**config.mk**
```make
export PLATFORM = sky130hd
export DESIGN_NAME = rx_burst_ctrl
export DESIGN_NICKNAME = d
export VERILOG_FILES = /design/src/rtl/rx_ctrl_pkg.sv /design/src/rtl/rx_out_reg.sv /design/src/rtl/rx_burst_ctrl.sv
export SDC_FILE = /design/constraint.sdc
export NUM_CORES = 1
export LEC_CHECK = 0
export ABC_CLOCK_PERIOD_IN_PS = 2800
export CAP_MARGIN = 20
export CORE_MARGIN = 2
export CORE_UTILIZATION = 30
export CTS_BUF_LIST = sky130_fd_sc_hd__clkbuf_16
export CTS_CLUSTER_SIZE = 28
export DETAILED_ROUTE_END_ITERATION = 16
export DONT_BUFFER_PORTS = 1
export PLACE_DENSITY = 0.45
export SLEW_MARGIN = 10
export SYNTH_ARGS = -nofsm -noshare
export SYNTH_HDL_FRONTEND = slang
export SYNTH_SLANG_ARGS = --single-unit
```
**constraint.sdc**
```tcl
create_clock -name Clk -period 2.8 [get_ports Clk]
set_input_delay 0.56 -clock Clk [delete_from_list [all_inputs] [get_ports Clk]]
set_output_delay 0.56 -clock Clk [all_outputs]
set_load 0.005 [all_outputs]
```
**src/rtl/rx_ctrl_pkg.sv**
```systemverilog
// rx_ctrl_pkg: state encoding and default widths shared by rx_burst_ctrl and its output register
package rx_ctrl_pkg;
    typedef enum logic [1:0] {
        ST_IDLE  = 2'd0,
        ST_RUN   = 2'd1,
        ST_DRAIN = 2'd2,
        ST_HDR   = 2'd3
    } state_t;
    localparam int LEN_W_DEF = 16;
    localparam int CNT_W_DEF = 16;
    localparam int HDR_W     = 64;
endpackage

```
**src/rtl/rx_out_reg.sv**
```systemverilog
// rx_out_reg: one-entry valid/ready output register; a load during accept replaces the word in place
module rx_out_reg
    import rx_ctrl_pkg::*;
(
    input  logic             Clk,
    input  logic             Rst_n,
    input  logic             load,
    input  logic [HDR_W-1:0] ld_data,
    input  logic             ld_sop,
    input  logic             ld_eop,
    input  logic             ready,
    output logic [HDR_W-1:0] q_data,
    output logic             q_valid,
    output logic             q_sop,
    output logic             q_eop
);
    always_ff @(posedge Clk) begin
        if (!Rst_n) begin
            q_data  <= '0;
            q_valid <= 1'b0;
            q_sop   <= 1'b0;
            q_eop   <= 1'b0;
        end else if (load) begin
            q_data  <= ld_data;
            q_valid <= 1'b1;
            q_sop   <= ld_sop;
            q_eop   <= ld_eop;
        end else if (ready & q_valid) begin
            q_valid <= 1'b0;
        end
    end
endmodule

```
**src/rtl/rx_burst_ctrl.sv**
```systemverilog
// rx_burst_ctrl: frames receiver sample words into sop/eop bursts of cfg_len words, dropping samples while blocked.
// Define RX_TIMESTAMP_EN to prefix each burst with a 64-bit sample-count header word.
module rx_burst_ctrl
    import rx_ctrl_pkg::*;
#(
    parameter int LEN_W = LEN_W_DEF,
    parameter int CNT_W = CNT_W_DEF
) (
    input  logic             Clk,
    input  logic             Rst_n,
    input  logic             cfg_start,
    input  logic             cfg_stop,
    input  logic [LEN_W-1:0] cfg_len,
    input  logic             cfg_continuous,
    input  logic [63:0]      smp_data,
    input  logic             smp_valid,
    output logic [63:0]      m_data,
    output logic             m_valid,
    input  logic             m_ready,
    output logic             m_sop,
    output logic             m_eop,
    output logic             busy,
    output logic [CNT_W-1:0] drop_cnt,
    output logic [CNT_W-1:0] burst_cnt
);
    state_t           state, state_nx;
    logic [LEN_W-1:0] len, wcnt;
    logic             cont, stop_pending;
    logic             free, start_ok, load_pay, last, load, drop, ld_sop;
    logic [HDR_W-1:0] ld_data;

    assign free     = !m_valid | m_ready;
    assign start_ok = (state == ST_IDLE) & cfg_start & (cfg_len != '0);
    assign load_pay = smp_valid & (state == ST_RUN) & free;
    assign last     = wcnt == len - 1'b1;
    assign busy     = state != ST_IDLE;

`ifdef RX_TIMESTAMP_EN
    localparam state_t ST_BEGIN = ST_HDR;
    logic [HDR_W-1:0] ts_cnt;
    logic             load_hdr;

    assign load_hdr = (state == ST_HDR) & free;
    assign load     = load_pay | load_hdr;
    // Every sample seen in HDR is lost: either it collides with the header load or the register is blocked.
    assign drop     = smp_valid & ((state == ST_HDR) | ((state == ST_RUN) & !free));
    assign ld_data  = load_hdr ? ts_cnt : smp_data;
    assign ld_sop   = load_hdr;

    always_ff @(posedge Clk) begin
        if (!Rst_n) ts_cnt <= '0;
        else if (smp_valid) ts_cnt <= ts_cnt + 1'b1;
    end
`else
    localparam state_t ST_BEGIN = ST_RUN;

    assign load    = load_pay;
    assign drop    = smp_valid & (state == ST_RUN) & !free;
    assign ld_data = smp_data;
    assign ld_sop  = wcnt == '0;
`endif

    always_comb begin
        state_nx = state;
        unique case (state)
            ST_IDLE:  if (start_ok) state_nx = ST_BEGIN;
`ifdef RX_TIMESTAMP_EN
            ST_HDR:   if (free) state_nx = ST_RUN;
`endif
            ST_RUN:   if (load_pay & last) state_nx = (cont & !stop_pending & !cfg_stop) ? ST_BEGIN : ST_DRAIN;
            ST_DRAIN: if (m_valid & m_ready) state_nx = ST_IDLE;
            default:  state_nx = ST_IDLE;
        endcase
    end

    always_ff @(posedge Clk) begin
        if (!Rst_n) begin
            state        <= ST_IDLE;
            len          <= '0;
            cont         <= 1'b0;
            stop_pending <= 1'b0;
            wcnt         <= '0;
            drop_cnt     <= '0;
            burst_cnt    <= '0;
        end else begin
            state <= state_nx;
            if (start_ok) begin
                len          <= cfg_len;
                cont         <= cfg_continuous;
                stop_pending <= cfg_stop;
                wcnt         <= '0;
                drop_cnt     <= '0;
                burst_cnt    <= '0;
            end else begin
                if (cfg_stop & busy & (state != ST_DRAIN)) stop_pending <= 1'b1;
                if (load_pay) wcnt <= last ? '0 : wcnt + 1'b1;
                if (load_pay & last) burst_cnt <= burst_cnt + 1'b1;
                if (drop & ~&drop_cnt) drop_cnt <= drop_cnt + 1'b1;
            end
        end
    end

    rx_out_reg u_out (
        .Clk     (Clk),
        .Rst_n   (Rst_n),
        .load    (load),
        .ld_data (ld_data),
        .ld_sop  (ld_sop),
        .ld_eop  (load_pay & last),
        .ready   (m_ready),
        .q_data  (m_data),
        .q_valid (m_valid),
        .q_sop   (m_sop),
        .q_eop   (m_eop)
    );
endmodule

```
==> metrics.cfg <==
[yosys]
yosysTopAreaCell=dfxtp_1
synthCells=711
yosys_warnings=0
yosys.cell_count.top_type=nand2_1
synth_common_cells=nand2_1 (168), dfxtp_1 (135), a21boi_0 (68)
synthArstFlopShare_pct=0
ys_seq_area_share_pct=44.5
synth_edf_count=0
synth.area.top_cells=dfxtp_1 (44%), nand2_1 (10%), a21boi_0 (8.4%), mux2i_1 (4.0%), xor2_1 (3.7%)
synth_cell_types=53
yosys_register_bits=135
ys.flop_type=dfxtp_1
synth_top_area_share_pct=44.5
avgSynthCellArea_sq_um=8.55
synth_nets=803
syn_area_sq_um=6080

[critical_path]
crit_fanout=7
critPathTopFamily=simple AND/OR/NAND/NOR gates
r2r_cells=10
cpPeakStageDelay_ps=620
reg2reg_from=len[1]
worstPathCellList=inv_2 > ha_4 > or4b_4 > or4_4 > o32ai_4 > o22ai_2 > or4_4 > buf_6 > o311ai_4 > o41ai_2
reg2reg_to=burst_cnt[3]
crit_top_cell=or4_4
crit_path_end_kind=flip-flop
start_kind=flip-flop
rrSetupSlack_ps=-130
cpMaxStageDelayCell=or4_4
cp_num_buf_inv=2
path_class=reg2reg
required_ps=3090
critPathArrivalTime_ps=3210

[die]
die_area_sq_um=21400
fp.dieH_um=146
ioPinCount=187
core_area_sq_um=20000
initial_utilization_pct=30.3
placementRows=52
die_w_um=146

[clocking]
root_buffer=clkbuf_16
h-tree-depth=4
cts_buffers=17
insertion_delay_ps=420
cts_max_path_buffers=2
cts_sinks=135
clk_pin_slew_ps=60
cts_tree=done

[run]
cap_violations=0

[place]
portBuffers=0
place_congestion=0.788
detailed_place_hpwl_mm=11.6
dp.cells=975
post-place-ws_ps=-181

[min_path]
hold_path_depth=1
hold_start=cfg_len[2]
hold_path_class=in2reg
whs_endpoint=len[2]

[timing]
maxSlewViolCount=0
whs_ps=276
max_freq_ghz=0.342
fin_crit_ps=2930
maxSlewHeadroom_pct=51.5
tightest_slew_ps=727
fin_ws_ps=-127
finalSetupViolCount=30
fin_crit_sh_pct=105
skew_ps=8.72
final_hold_viol_count=0
rsz0062_at_grt=yes

[global_routing]
busiest_layer=met2
track_usage_pct=15.9
first_global_vias=5176
grtUsageMet1_pct=18.3
grt_overflow_total=0
grt_pass1_wl_mm=27.3
grt_max_degree=90
use_met2_pct=27.3
antenna_found_initial=0
use_met3_pct=6.13

[run_status]
failed_checks=negative setup slack
status=complete, but fails checks

[power]
p_switching_mw=1.17
power_density_nw_per_um2=628
clock_power_share_pct=48.7
peakVddDrop_v=0.000386
seqPwrFrac_pct=42.9
p_total_mw=4.74
cell_internal_pwr_mw=3.57
p_sw_share_pct=24.6
power_leakage_nw=2.67
combinationalPowerShare_pct=8.5

[routing]
via_per_inst=5.04
vias=5106
wl_per_cell_um=16.7
drc=0
ant_nets=0
wirelength_mm=16.9
drt-initial-drc-count=241
drt_pass1_iterations=4

[layout]
syn2layout_area_growth_pct=24.1
drive_gt1_share_pct=16.8
finalNetCount=823
finalNonFillerCells=1014
nFillCells=2081
finish.utilization_pct=37.6
diodes=0

layout make-up:
class                           count  area [sq um]  area share, %
Sequential cell                   135          2710           35.9
Timing Repair Buffer               42           363           4.81
Clock buffer                       17           425           5.64
Inverter                            9          33.8          0.448
Multi-Input combinational cell    526          3500           46.4
Clock inverter                     15           176           2.34
Tap cell                          270           338           4.48
how the worst max path moves through the flow:
stage / depth (start not counted) / start / endpoint / slack [ps]
6_report: 10 / len[1] / burst_cnt[3] / -130
5_1_grt: 9 / len[1] / burst_cnt[7] / -260
4_1_cts: 10 / len[1] / burst_cnt[7] / -180
3_5_place_dp: 10 / len[1] / burst_cnt[8] / -180
3_3_place_gp: 10 / len[1] / burst_cnt[5] / -110
2_1_floorplan: 11 / len[0] / burst_cnt[7] / -7
flip-flops by register name (all words and copies together), names as in the netlist:
signal / flops
u_out.q_sop: 1
state: 2
u_out.q_data: 64
burst_cnt: 16
stop_pending: 1
u_out.q_eop: 1
u_out.q_valid: 1
drop_cnt: 16
len: 16
cont: 1
wcnt: 16
stage by stage:
stage	area, sq um	TNS [ps]
global placement	6550	-1370
global route	7540	-4760
detailed placement	6550	-2620
finish	7540	-2060
floorplan	6100	-43.0
CTS	7340	-2810
power groups by stage:
stage / Combinational, mW / Clock (mW) / Sequential, mW
6_report: 0.401 / 2.31 / 2.03
5_1_grt: 0.444 / 2.46 / 2.04
4_1_cts: 0.389 / 2.37 / 2.03
3_5_place_dp: 0.362 / 0 / 2.07
3_3_place_gp: 0.354 / 0 / 2.07
2_1_floorplan: 0.255 / 0 / 2.06
cells in the final DEF, fill, tap and decap left out, types with 3 or more instances in the layout:
master,n
xnor2_1,18
nor3_1,8
dfxtp_1,133
nand3_1,16
and3_1,9
o41ai_2,3
nor4_1,7
a21oi_1,4
or4_4,3
buf_6,6
clkinvlp_4,3
o311ai_4,5
nand4_1,14
nor2_1,29
ha_1,4
nand2_1,168
or2_2,3
buf_4,34
nor2_2,8
bufinv_16,3
inv_1,8
nand2b_1,18
or3_1,4
inv_6,3
a21boi_0,66
xor2_1,26
nor2b_1,18
and4_1,3
o21ai_0,6
o41ai_1,4
o21ai_1,3
clkbuf_16,17
nor4_4,4
mux2i_1,24
per-layer routing:
metal / up-vias / wire length, um
li1: 2483 / -
met1: 2447 / 6970
met2: 156 / 8420
met3: 20 / 1280
met4: 0 / 240
met5: - / 0
kinds of logic (layout without fill, tap and decap cells):
kind of cell,after synthesis,after routing,synth area share [%]
and+or+nand+nor,337,338,26.6
DFF,135,135,44.5
AOI/OAI and AO/OA,115,115,14.0
buffers and inverters,51,83,3.67
xor gates and xnor gates,44,44,6.34
muxes,24,24,3.95
adders and majority gates,5,5,1.03
timing repair:
action	in CTS	in global routing
pin swaps	14	8
buffers inserted	3	2
gates cloned	2	0
resized for setup	33	34
hold buffers	0	0
endpoints found under the setup margin	31	35
(Power assumes the default switching activity.)
